<file path="src/rtl/tile_query_arbiter.sv">
// rtl/tile_query_arbiter.sv - two-requester round-robin arbiter in front of the combinational tile-type ROM
module tile_query_arbiter #(
  parameter int         NUM_COLS   = 15,
  parameter int         NUM_ROWS   = 8,
  parameter logic [3:0] FLOOR_TYPE = 4'd7,
  parameter logic [3:0] OOB_TYPE   = 4'hF
) (
  input  logic       clk,
  input  logic       reset_n,
  input  logic       p1_req_valid,
  output logic       p1_req_ready,
  input  logic [3:0] p1_col,
  input  logic [2:0] p1_row,
  input  logic       p2_req_valid,
  output logic       p2_req_ready,
  input  logic [3:0] p2_col,
  input  logic [2:0] p2_row,
  output logic [6:0] tile_index,
  input  logic [3:0] tile_type_in,
  output logic       resp_valid,
  input  logic       resp_ready,
  output logic       resp_id,
  output logic [3:0] resp_type,
  output logic       resp_walkable,
  output logic       resp_oob
);

  typedef enum logic [1:0] {
    S_IDLE    = 2'd0,
    S_LOOKUP  = 2'd1,
    S_RESPOND = 2'd2
  } state_t;

  state_t     r_state;
  state_t     w_next_state;
  logic       r_last_grant;
  logic       r_req_id;
  logic       r_req_oob;
  logic [6:0] r_tile_index;
  logic       r_resp_valid;
  logic       r_resp_id;
  logic [3:0] r_resp_type;
  logic       r_resp_walkable;
  logic       r_resp_oob;

  logic       w_grant_valid;
  logic       w_grant_id;
  logic       w_accept;
  logic [3:0] w_sel_col;
  logic [2:0] w_sel_row;
  logic       w_sel_oob;
  logic [6:0] w_sel_index;

  // Grant selection: a lone requester wins, a tie goes to whoever was not served last
  always_comb begin
    w_grant_valid = p1_req_valid | p2_req_valid;
    w_grant_id    = 1'b0;
    if (p1_req_valid && p2_req_valid) begin
      w_grant_id = ~r_last_grant;
    end else if (p2_req_valid) begin
      w_grant_id = 1'b1;
    end
  end

  // Readies are held low while reset is asserted even though the state already reads IDLE
  assign w_accept     = reset_n && (r_state == S_IDLE) && w_grant_valid;
  assign p1_req_ready = w_accept & ~w_grant_id;
  assign p2_req_ready = w_accept &  w_grant_id;

  assign w_sel_col   = w_grant_id ? p2_col : p1_col;
  assign w_sel_row   = w_grant_id ? p2_row : p1_row;
  assign w_sel_oob   = (w_sel_col >= 4'(NUM_COLS)) || ({1'b0, w_sel_row} >= 4'(NUM_ROWS));
  assign w_sel_index = 7'(w_sel_row) * 7'(NUM_COLS) + 7'(w_sel_col);

  // Next-state logic for the single-outstanding IDLE -> LOOKUP -> RESPOND loop
  always_comb begin
    w_next_state = r_state;
    case (r_state)
      S_IDLE:    if (w_accept) w_next_state = S_LOOKUP;
      S_LOOKUP:  w_next_state = S_RESPOND;
      S_RESPOND: if (r_resp_valid && resp_ready) w_next_state = S_IDLE;
      default:   w_next_state = S_IDLE;
    endcase
  end

  // State register
  always_ff @(posedge clk or negedge reset_n) begin
    if (!reset_n) begin
      r_state <= S_IDLE;
    end else begin
      r_state <= w_next_state;
    end
  end

  // Request capture: out-of-range requests leave the ROM address where it was
  always_ff @(posedge clk or negedge reset_n) begin
    if (!reset_n) begin
      r_last_grant <= 1'b1;
      r_req_id     <= 1'b0;
      r_req_oob    <= 1'b0;
      r_tile_index <= 7'd0;
    end else if (r_state == S_IDLE && w_accept) begin
      r_last_grant <= w_grant_id;
      r_req_id     <= w_grant_id;
      r_req_oob    <= w_sel_oob;
      if (!w_sel_oob) begin
        r_tile_index <= w_sel_index;
      end
    end
  end

  // Response register: loaded from the ROM in LOOKUP, held until the consumer takes it
  always_ff @(posedge clk or negedge reset_n) begin
    if (!reset_n) begin
      r_resp_valid    <= 1'b0;
      r_resp_id       <= 1'b0;
      r_resp_type     <= 4'd0;
      r_resp_walkable <= 1'b0;
      r_resp_oob      <= 1'b0;
    end else if (r_state == S_LOOKUP) begin
      r_resp_valid    <= 1'b1;
      r_resp_id       <= r_req_id;
      r_resp_type     <= r_req_oob ? OOB_TYPE : tile_type_in;
      r_resp_walkable <= !r_req_oob && (tile_type_in == FLOOR_TYPE);
      r_resp_oob      <= r_req_oob;
    end else if (r_state == S_RESPOND && r_resp_valid && resp_ready) begin
      r_resp_valid    <= 1'b0;
    end
  end

  assign tile_index    = r_tile_index;
  assign resp_valid    = r_resp_valid;
  assign resp_id       = r_resp_id;
  assign resp_type     = r_resp_type;
  assign resp_walkable = r_resp_walkable;
  assign resp_oob      = r_resp_oob;

endmodule

</file>
<file path="config.mk">
export PLATFORM = sky130hd
export DESIGN_NAME = tile_query_arbiter
export DESIGN_NICKNAME = d
export VERILOG_FILES = /design/src/rtl/tile_query_arbiter.sv
export SDC_FILE = /design/constraint.sdc
export NUM_CORES = 1
export LEC_CHECK = 0
export CAP_MARGIN = 10
export CORE_ASPECT_RATIO = 0.9
export CORE_MARGIN = 2
export CORE_UTILIZATION = 45
export DETAILED_ROUTE_END_ITERATION = 10
export GPL_TIMING_DRIVEN = 0
export MAX_ROUTING_LAYER = met4
export PLACE_DENSITY = 0.75
export SKIP_LAST_GASP = 1
export SLEW_MARGIN = 30
export SYNTH_ARGS = -nofsm -noshare
export SYNTH_HDL_FRONTEND = slang
export SYNTH_SLANG_ARGS = --single-unit
export TNS_END_PERCENT = 50
</file>
<file path="constraint.sdc">
create_clock -name clk -period 3.7 [get_ports clk]
set_input_delay 0.74 -clock clk [delete_from_list [all_inputs] [get_ports clk]]
set_output_delay 0.74 -clock clk [all_outputs]
set_load 0.01 [all_outputs]
</file>
-- After elaboration in Yosys (flattened, before gate mapping)
Cells that the tools add are included.
- flip-flop bits (word level): 20
- input bits: 23
- output and inout port bits: 17
- logic and storage cells: 47
- add/subtract/negate cells: 1
- $mul: 1
- magnitude comparators: 1
- eq/ne operators: 5
- muxes and demuxes: 10
- bitwise logic cells: 6
- reduce and logical (&&, ||, !) cells: 13
- operator list (operator ; number):
    $logic_and 1x1->1 ; 8
    $mux 4 ; 2
    $add 7x4->7 ; 1
    $mul 3x4->7 const B ; 1
    $pmux 2 s3 ; 1
    $eq 4x3->1 const B ; 1
    $ge 4x4->1 const B ; 1
    $mux 1 ; 4
    $mux 2 ; 2
    $ne 2x2->1 const B ; 2
    $reduce_and 2->1 ; 2
    $mux 3 ; 1
    $not 1->1 ; 3
    $and 1x1->1 ; 2
    $eq 2x1->1 const B ; 1
    $eq 2x2->1 const B ; 1
    $logic_not 2->1 ; 1
    $reduce_bool 2->1 ; 1
    $logic_not 1->1 ; 1
    $or 1x1->1 ; 1

-- Logic depth before layout (Yosys ltp)
Gate-level depths: netlist (run 1).
- word-level depth: 6
- depth in mapped cells: 14
- depth with buffers taken out: 13

-- Worst setup path before layout (run 1)
No wires, ideal clock.
- path kind: input -> register
- start point: in p2_req_valid
- end point: reg r_tile_index[5], in the netlist tile_index[5]
- library setup time: 0.125 ns
- arrival time: 3.667 ns
- data required time: 3.575 ns
- setup slack: -0.092 ns
- stages: 12
- path buffers: 1
- path through: a21boi_4 -> buf_8 -> mux2_2 -> ha_1 -> inv_1 -> ha_1 -> fa_1 -> fa_1 -> a21o_1 -> a21oi_1 -> xnor2_1 -> mux2_2
- longest elaborated chain between the ends: 6
- elaborated cells between the ends (all ways): 13
- classes of those cells: 1 x add/sub; 1 x mul; 1 x order compare; 4 x mux; 2 x bitwise; 4 x reduce/logical
- ends and longest elaborated chain (item ; RTL line ; text):
    start, declared ; 14 ; input logic p2_req_valid,
    branches (longest 6 deep; another with $mul 3x4->7) ; - ;
    end signal, assigned ; 107 ; r_tile_index <= w_sel_index;
    end, declared ; 39 ; logic [6:0] r_tile_index;
Several ways; the timed one is not identified.
A chain may end at the register's enable or synchronous reset.

-- Final worst setup path (run 1)
- start point: in p2_req_valid
- end point: reg r_tile_index[6], in the netlist tile_index[6]
Same word-level chain as after synthesis.

==> impl_metrics.toml, run 1 <==
[die]
chipWidth_um = 59.00
core_region_area_um2 = 2510
die-area_um2 = 3156
rows = 17
die_h_um = 53.50
io_pins = 40
initial_utilization = 0.4880

[drt]
wl_per_cell_um = 14.07
vias = 977
finalWirelength_um = 2631
drcViolationCount = 0
firstDrtPassIters = 4
postRouteAntennaNets = 0
drt_iter0_drc = 31
vias_per_cell = 5.225

[timing]
hold_viol_final = 0
rsz0062_at_grt = "yes"
slew_viol_final = 0
tightest_slew_ns = 0.5324
layout_min_cycle_time_ns = 3.623
setup_violations = 0
max-slew-margin-rel = 0.6435
fin_crit_sh = 0.9792
whs_ns = 0.3697
fin_skew_ns = 0.0009966
max_freq_ghz = 0.2760

[grt]
antenna_found_initial = 0
grt_pass1_wl_um = 4333
grt_start_max_net_pins = 22
grt_pass1_vias = 1023
overflow = 0
grt_usage = 0.1940

[synth]
synth_cells = 113
syn_nets = 150
synth_top_cell_by_area = "dfrtp_1"
synth_top_area_share = 0.3882
syn_area_um2 = 1225
synth.distinct_cells = 28
synth_seq_area_share = 0.4096
ys_ff_latch = 20
avgSynthCellArea_um2 = 10.84
synth_warnings = 0
synthTopCellsByArea = "dfrtp_1 39%, mux2_2 14%, ha_1 11%"

[pwr]
p_per_area_nw_per_um2 = 321.5
irDropWorstVdd_v = 0.0001690
p_leak_nw = 0.8354

[worst_setup_path]
reg2reg_depth = 13
cp_top_family = "adder cells"
critPathArrivalTime_ns = 3.85
criticalPathCategory = "in -> reg"
cp.required_ns = 3.93
r2r_end = "tile_index[6]"
r2r_slack_ns = 0.30
worst-path-buf-inv = 3
crit_fanout = 3
slowest_stage = "fa_1"
reg2reg_from = "r_last_grant"
path_cells = "dlygate4sd2_1 > a21boi_4 > buf_8 > mux2_4 > ha_4 > inv_2 > ha_4 > or2_4 > fa_1 > ha_4 > o21ai_0 > o21a_1 > or3_1 > a31oi_1"
cp-start-kind = "input port"
crit_top_cell = "ha_4"
critical-path-max-stage-delay_ns = 0.49
cp-end-kind = "flip-flop"

[outcome]
status = "completed"

[placed_design]
placed_cells = 180
routabilityCongestion = 0.7802
port_buffers = 39
hpwl_um = 2087

[clocking]
cts_tree = "done"
cts_buffers = 3
cts.sinks = 20
clockBufferDepth = 2
clock_latency_ns = 0.30
cts_root_buffer = "clkbuf_4"
cts-htree-levels = 1
cts-hold-fix-buffers = 0
cts.reportedPaths.clkPinSlew_ns = 0.11

[layout]
diodes = 0
drive_gt1_frac = 0.2264
utilization = 0.7004
nets = 197
instances_no_fill = 187
area_growth_syn_to_layout_pct = 43.51

[job]
drv_cap = 0

[min_path]
hp-class = "in -> async"
-- routing by layer --
layer	routed length, µm	GRT usage	up-vias
met5	0	-	-
met4	23	0.04545	0
met3	117	0.06601	4
met2	1378	0.3352	19
met1	1112	0.2175	467
li1	-	-	487
-- Yosys cell counts --
| library cell | n |
|---|---|
| dfrtp_1 | 19 |
| mux2_2 | 15 |
| nand2_1 | 15 |
| ha_1 | 11 |
| nor2_1 | 10 |
| o21ai_0 | 7 |
| inv_1 | 5 |
| a21oi_1 | 4 |
| fa_1 | 3 |
| nand4_1 | 3 |
| a21o_1 | 2 |
| mux2i_1 | 2 |
| xnor2_1 | 2 |
| a211oi_1 | 1 |
| a21boi_4 | 1 |
| a31oi_1 | 1 |
| buf_8 | 1 |
| clkbuf_1 | 1 |
| dfstp_2 | 1 |
| nand2b_1 | 1 |
| nand3b_1 | 1 |
| nor2_2 | 1 |
| o211ai_1 | 1 |
| o21a_1 | 1 |
| o21ba_2 | 1 |
| or2_2 | 1 |
| or3_1 | 1 |
| xor2_1 | 1 |
-- cell usage in the layout, fill, tap and decap left out, drive strengths merged --
cell	Yosys	layout
mux2	15	15
dfstp	1	1
a211oi	1	1
dfrtp	19	19
inv	5	5
nand4	3	3
xnor2	2	2
buf	1	5
nand2	15	15
nor2	11	11
dlymetal6s2s	0	1
clkdlybuf4s50	0	36
dlygate4sd2	0	1
a21boi	1	1
o21ba	1	1
fa	3	3
nand2b	1	1
o21ai	7	7
o211ai	1	1
a21o	2	2
nand3b	1	1
or2	1	1
or3	1	1
clkbuf	1	5
ha	11	11
a31oi	1	1
o21a	1	1
mux2i	2	2
xor2	1	1
a21oi	4	4
-- through the flow --
| step | area (µm²) | power, W | TNS (ns) | setup slack [ns] |
|---|---|---|---|---|
| floorplan | 1240 | 0.0003614 | -0.02645 | -0.02645 |
| global placement | 1665 | 0.0004147 | -2.432 | -0.6307 |
| detailed placement | 1665 | 0.0004191 | -2.822 | -0.6990 |
| CTS | 1724 | 0.0005582 | -0.5827 | -0.2541 |
| global route | 1758 | 0.0006013 | -0.01340 | -0.01340 |
| finish | 1758 | 0.0005653 | 0 | 0.07691 |
-- cell type report --
cell class              count  area [µm²]
flip-flops and latches     20       501.7
well taps                  28       35.03
plain buffers               2       18.77
repair buffers             42       409.1
inverters                   5       18.77
fillers                   203       752.0
clock buffers               4       36.28
multi-input cells          86       738.2
-- registers in the layout, indices dropped and copies added (netlist names) --
signal,count
tile_index,7
r_last_grant,1
r_req_oob,1
resp_valid,1
resp_type,4
resp_id,1
resp_walkable,1
r_state,2
resp_oob,1
r_req_id,1
-- cell families (layout without fill, tap and decap cells) --
group           Yosys count  after routing  synth area share
simple gates             33             33            0.1185
flops                    20             20            0.4096
compound gates           19             19            0.1042
mux                      17             17            0.1542
fa+ha+maj                14             14            0.1614
buf+inv                   7             53           0.03064
xor+xnor                  3              3           0.02145
-- timing repair --
item / in CTS / in global routing
setup endpoints to repair: 5 / 4
setup buffers: 3 / 0
endpoints found under the hold margin: 0 / 0
pin swaps: 4 / 5
resized for setup: 3 / 7
-- power by group --
group | leakage (nW) | internal (W) | switching [W] | total [W]
Clock | 0.0210 | 0.0000601 | 0.0000660 | 0.000126
Sequential | 0.245 | 0.000219 | 0 | 0.000219
Combinational | 0.570 | 0.000122 | 0.0000986 | 0.000221
-- worst max path at each step --
stage / cells after the start / slack [ns] / endpoint / from
CTS: 14 / -0.25 / tile_index[6] / p1_req_valid
finish: 14 / 0.08 / tile_index[6] / p2_req_valid
global placement: 14 / -0.63 / tile_index[6] / p2_req_valid
global route: 15 / -0.01 / tile_index[6] / p2_req_valid
detailed placement: 14 / -0.70 / tile_index[6] / p2_req_valid
floorplan: 13 / -0.03 / tile_index[6] / p2_req_valid
Note: power is estimated with default switching activity, not from simulation.
==> run 2: changes to the inputs <==
--- a/config.mk
+++ b/config.mk
@@ -8,11 +8,11 @@
 export CAP_MARGIN = 10
 export CORE_ASPECT_RATIO = 0.9
 export CORE_MARGIN = 2
-export CORE_UTILIZATION = 45
+export CORE_UTILIZATION = 49
 export DETAILED_ROUTE_END_ITERATION = 10
 export GPL_TIMING_DRIVEN = 0
 export MAX_ROUTING_LAYER = met4
-export PLACE_DENSITY = 0.75
+export PLACE_DENSITY = 0.8
 export SKIP_LAST_GASP = 1
 export SLEW_MARGIN = 30
 export SYNTH_ARGS = -nofsm -noshare
==> constraint.sdc (replaced) <==
create_clock -name clk -period 4.36 [get_ports clk]
set_input_delay 0.872 -clock clk [delete_from_list [all_inputs] [get_ports clk]]
set_output_delay 0.872 -clock clk [all_outputs]
set_load 0.01 [all_outputs]
==> impl_metrics.toml, run 2 (synthesis results as in run 1) <==
[layout]
fin_area_um2 = 1694
layout.cells.most_common_list = "38 x clkdlybuf4s50_1, 19 x dfrtp_1, 15 x mux2_2, 15 x nand2_1"
diodes = 0
drive_gt1_frac = 0.1731
area_growth_syn_to_layout_pct = 38.30
largest_reg_flops = 7
nets = 194
layout_commonest_cell = "clkdlybuf4s50_1"

[worst_setup_path]
cp-start-kind = "input port"
crit_fanout = 10
reg2reg_depth = 12
cp.required_ns = 4.55
r2r_end = "tile_index[5]"
critPathArrivalTime_ns = 4.43
criticalPathCategory = "in -> reg"
r2r_slack_ns = 0.81
reg2reg_from = "r_last_grant"
cp-end-kind = "flip-flop"

[die]
initial_utilization = 0.5096
rows = 17
io_pins = 40
die_h_um = 51.44
core_region_area_um2 = 2404
die-area_um2 = 2917
chipWidth_um = 56.71

[clocking]
cts-htree-levels = 1
cts_buffers = 3
cts.reportedPaths.clkPinSlew_ns = 0.10
clock_latency_ns = 0.29
cts_tree = "done"
cts.sinks = 20
cts_root_buffer = "clkbuf_4"
cts-hold-fix-buffers = 0
clockBufferDepth = 2

[placed_design]
placed_area_um2 = 1650
routabilityCongestion = 0.7255
hpwl_um = 2049
port_buffers = 39

[grt]
grt_usage = 0.2036
grt_start_max_net_pins = 22
overflow = 0
grt_pass1_wl_um = 4422
antenna_found_initial = 0
grt_pass1_vias = 1032

[timing]
max_freq_ghz = 0.2360
rsz0062_at_grt = "yes"
fin_crit_sh = 0.9719
hold_viol_final = 0
tightest_slew_ns = 0.4889
slew_viol_final = 0
fin_skew_ns = 0.001792
finalSetupTns_ns = 0
max-slew-margin-rel = 0.6727
layout_min_cycle_time_ns = 4.237
setup_violations = 0

[pwr]
irDropWorstVdd_v = 0.0002571
p_leak_nw = 0.8089
p_per_area_nw_per_um2 = 266.9

[drt]
drt_iter0_drc = 22
firstDrtPassIters = 4
wl_per_cell_um = 13.40
vias = 983
drcViolationCount = 0
vias_per_cell = 5.342
postRouteAntennaNets = 0
finalWirelength_um = 2465

[job]
drv_cap = 0

[min_path]
holdPathStages = 2
min_from = "resp_type[3]"
hold_path_end = "resp_type[3]"
hp-class = "reg -> reg"

[outcome]
status = "completed"
[run 2: cell types whose count changed in the layout (fill, tap and decap cells not counted), sizes merged]
cell / before / now
dlygate4sd2: 1 / 0
clkdlybuf4s50: 36 / 38
dlymetal6s2s: 1 / 0
buf: 5 / 2
[run 2: worst max-delay path by stage]
stage	start	end	slack [ns]
floorplan	p2_req_valid	tile_index[5]	0.44
global placement	p2_req_valid	tile_index[6]	-0.18
detailed placement	p2_req_valid	tile_index[6]	-0.22
CTS	p2_req_valid	tile_index[6]	0.08
global route	p2_req_valid	tile_index[5]	-0.04
finish	p2_req_valid	tile_index[5]	0.12
[run 2: what timing repair did]
item                                    CTS  global route
endpoints found under the setup margin    0             2
gates resized for setup                   0             1
hold endpoints to repair                  0             0
buffers inserted                          0             0
[run 2: where the power goes]
part / switching (W) / internal (W) / total, W
clock network: 0.0000511 / 0.0000509 / 0.000102
registers: 0 / 0.000185 / 0.000185
logic: 0.0000750 / 0.0000897 / 0.000165
[run 2: final cells by class]
| type | instances | area (µm²) |
|---|---|---|
| plain buffers | 2 | 18.77 |
| repair buffers | 39 | 385.4 |
| well taps | 28 | 35.03 |
| flip-flops and latches | 20 | 501.7 |
| clock buffers | 4 | 36.28 |
| inverters | 5 | 18.77 |
| fillers | 186 | 709.4 |
| multi-input cells | 86 | 698.2 |
[run 2: worst max-delay path: stages]
cell and delay, ns:
clkdlybuf4s50_1 0.48, a21boi_4 0.21, buf_8 0.15, mux2_2 0.34
ha_1 0.28, inv_1 0.05, ha_1 0.33, fa_1 0.56
fa_1 0.48, a21o_1 0.19, a21oi_1 0.16, xnor2_1 0.08
mux2_2 0.25
[run 2: per-layer routing]
metal,vias up,part of all wire,track usage
met3,4,0.049,0.04810
met2,28,0.49,0.3469
met5,-,0,-
met4,0,0.015,0.08730
met1,469,0.44,0.2309
li1,482,-,-
[run 2: stage by stage]
step | hold slack [ns] | setup slack, ns | total power [W] | cells | utilization
2_1_floorplan | 0.4423 | 0.4361 | 0.0002961 | 113 | -
3_3_place_gp | 0.4607 | -0.1827 | 0.0003394 | 180 | 0.6866
3_5_place_dp | 0.4719 | -0.2235 | 0.0003431 | 180 | 0.6866
4_1_cts | 0.4967 | 0.08055 | 0.0004475 | 184 | 0.7017
5_1_grt | 0.5171 | -0.03748 | 0.0004910 | 184 | 0.7048
6_report | 0.4927 | 0.1227 | 0.0004522 | 184 | 0.7048
==> run 3: changes to the inputs <==
--- a/config.mk
+++ b/config.mk
@@ -6,9 +6,11 @@
 export NUM_CORES = 1
 export LEC_CHECK = 0
 export CAP_MARGIN = 10
+export CELL_PAD_IN_SITES_DETAIL_PLACEMENT = 0
+export CELL_PAD_IN_SITES_GLOBAL_PLACEMENT = 2
 export CORE_ASPECT_RATIO = 0.9
 export CORE_MARGIN = 2
-export CORE_UTILIZATION = 49
+export CORE_UTILIZATION = 30
 export DETAILED_ROUTE_END_ITERATION = 10
 export GPL_TIMING_DRIVEN = 0
 export MAX_ROUTING_LAYER = met4
==> impl_metrics.toml, run 3 (synthesis results as in run 1) <==
[layout]
multi_input_area_um2 = 713.2
layout.cells.most_common_list = "38 x clkdlybuf4s50_1, 19 x dfrtp_1, 15 x mux2_2, 15 x nand2_1, 10 x nor2_1"
fill_cells = 382
instances_no_fill = 204
layout_commonest_cell = "clkdlybuf4s50_1"
area_growth_syn_to_layout_pct = 43.11
diodes = 0
seqCellArea_um2 = 501.7
nets = 194
drive_gt1_frac = 0.1859
largest_reg_flops = 7

[outcome]
status = "completed"

[worst_setup_path]
cp-end-kind = "flip-flop"
crit_fanout = 10
reg2reg_from = "r_last_grant"
worst-path-buf-inv = 3
cp-start-kind = "input port"
cp_top_family = "adder cells"
criticalPathCategory = "in -> reg"
reg2reg_depth = 13
crit_top_cell = "ha_4"
cp.required_ns = 4.54
r2r_slack_ns = 0.87
critical-path-max-stage-delay_ns = 0.48
path_cells = "clkdlybuf4s50_1 > a21boi_4 > buf_8 > mux2_2 > ha_1 > inv_1 > ha_4 > or2_2 > fa_1 > ha_4 > o21ai_0 > o21a_1 > or3_1 > a31oi_1"
r2r_end = "tile_index[6]"
critPathArrivalTime_ns = 4.41
slowest_stage = "clkdlybuf4s50_1"

[min_path]
min_from = "r_req_id"
holdPathStages = 2
hp-class = "reg -> reg"
hold_path_end = "r_req_id"

[placed_design]
routabilityCongestion = 0.7888
pre_cts_ws_ns = -0.2439
port_buffers = 39
hpwl_um = 2114
placed_cells = 200

[drt]
finalWirelength_um = 2499
drt_iter0_drc = 28
drcViolationCount = 0
postRouteAntennaNets = 0
vias_per_cell = 4.627
firstDrtPassIters = 4
vias = 944
wl_per_cell_um = 12.25

[grt]
grt_pass1_wl_um = 4222
antenna_found_initial = 0
grt_pass1_vias = 926
overflow = 0
grt_usage = 0.1197
grt_start_max_net_pins = 22

[timing]
max-slew-margin-rel = 0.6567
timing.final.ws_setup_ns = 0.1356
fin_crit_sh = 0.9689
layout_min_cycle_time_ns = 4.224
rsz0062_at_grt = "no"
slew_viol_final = 0
setup_violations = 0
hold_viol_final = 0
fin_skew_ns = 0.007146
max_freq_ghz = 0.2367
tightest_slew_ns = 0.5127

[die]
chipWidth_um = 71.36
core_region_area_um2 = 3991
die_h_um = 64.62
die-area_um2 = 4611
io_pins = 40
initial_utilization = 0.3069
rows = 22

[pwr]
switching_share = 0.2722
internal_power_w = 0.0003581
p_sw_w = 0.0001340
pwr-share-clk = 0.280
p_per_area_nw_per_um2 = 280.7
seqPwrFrac = 0.377
irDropWorstVdd_v = 0.0001758
p_leak_nw = 0.8156
combPwrFrac = 0.343

[clocking]
cts-htree-levels = 1
postCtsSetupBuffers = 0
cts.sinks = 20
cts_tree = "done"
cts_buffers = 3
cts.reportedPaths.clkPinSlew_ns = 0.07
cts_root_buffer = "clkbuf_8"
clockBufferDepth = 2
clock_latency_ns = 0.25
ctsResizeCount = 0
cts-hold-fix-buffers = 0

[job]
drv_cap = 0
-- run 3: changes by cell type in the layout (fill, tap and decap cells not counted) --
cell	delta
clkbuf_4	-3
ha_1	-1
clkbuf_8	+3
fa_2	+1
fa_1	-1
ha_4	+1
-- run 3: worst max-delay path by stage --
stage,from,end,slack [ns],depth (start not counted)
4_1_cts,p2_req_valid,tile_index[5],0.02,13
3_5_place_dp,p2_req_valid,tile_index[5],-0.24,13
5_1_grt,p2_req_valid,tile_index[5],0.007,14
3_3_place_gp,p2_req_valid,tile_index[6],-0.21,14
2_1_floorplan,p2_req_valid,tile_index[5],0.44,12
6_report,p2_req_valid,tile_index[6],0.14,14
-- run 3: metal layers --
metal / wire length (µm) / share of wire / track usage
met3: 90 / 0.036 / 0.04199
met4: 16 / 0.0064 / 0.02123
met2: 1208 / 0.48 / 0.1840
met5: 0 / 0 / -
met1: 1184 / 0.47 / 0.1550
-- run 3: power by group through the flow --
stage               registers [W]  clock network, W  logic, W
detailed placement       0.000189                 0  0.000157
floorplan                0.000189                 0  0.000107
global placement         0.000189                 0  0.000155
finish                   0.000185          0.000138  0.000169
global route             0.000185          0.000153  0.000193
CTS                      0.000185          0.000144  0.000158
-- run 3: stage by stage --
step	cell area, µm²	TNS, ns	utilization	total power [W]	hold WS [ns]
after floorplan	1225	0	-	0.0002961	0.4423
after global placement	1675	-0.4518	0.4197	0.0003437	0.4673
after detailed placement	1675	-0.5156	0.4197	0.0003461	0.4685
after CTS	1730	0	0.4335	0.0004869	0.4889
after global routing	1753	0	0.4392	0.0005315	0.4987
final	1753	0	0.4392	0.0004921	0.4791
-- run 3: layout make-up --
class,instances,share of cell area
multi-input combinational,86,0.4069
timing repair buffer,39,0.2198
sequential,20,0.2862
inverter,5,0.01071
buffer,2,0.01071
clock buffer,4,0.03141
tap,48,0.03426
-- run 3: tightest hold or removal path: cells and delay by family, from the launching register on --
kind	cells	cell delay, ns
flip-flops	1	0.34
AND/OR/NAND/NOR	2	0.11
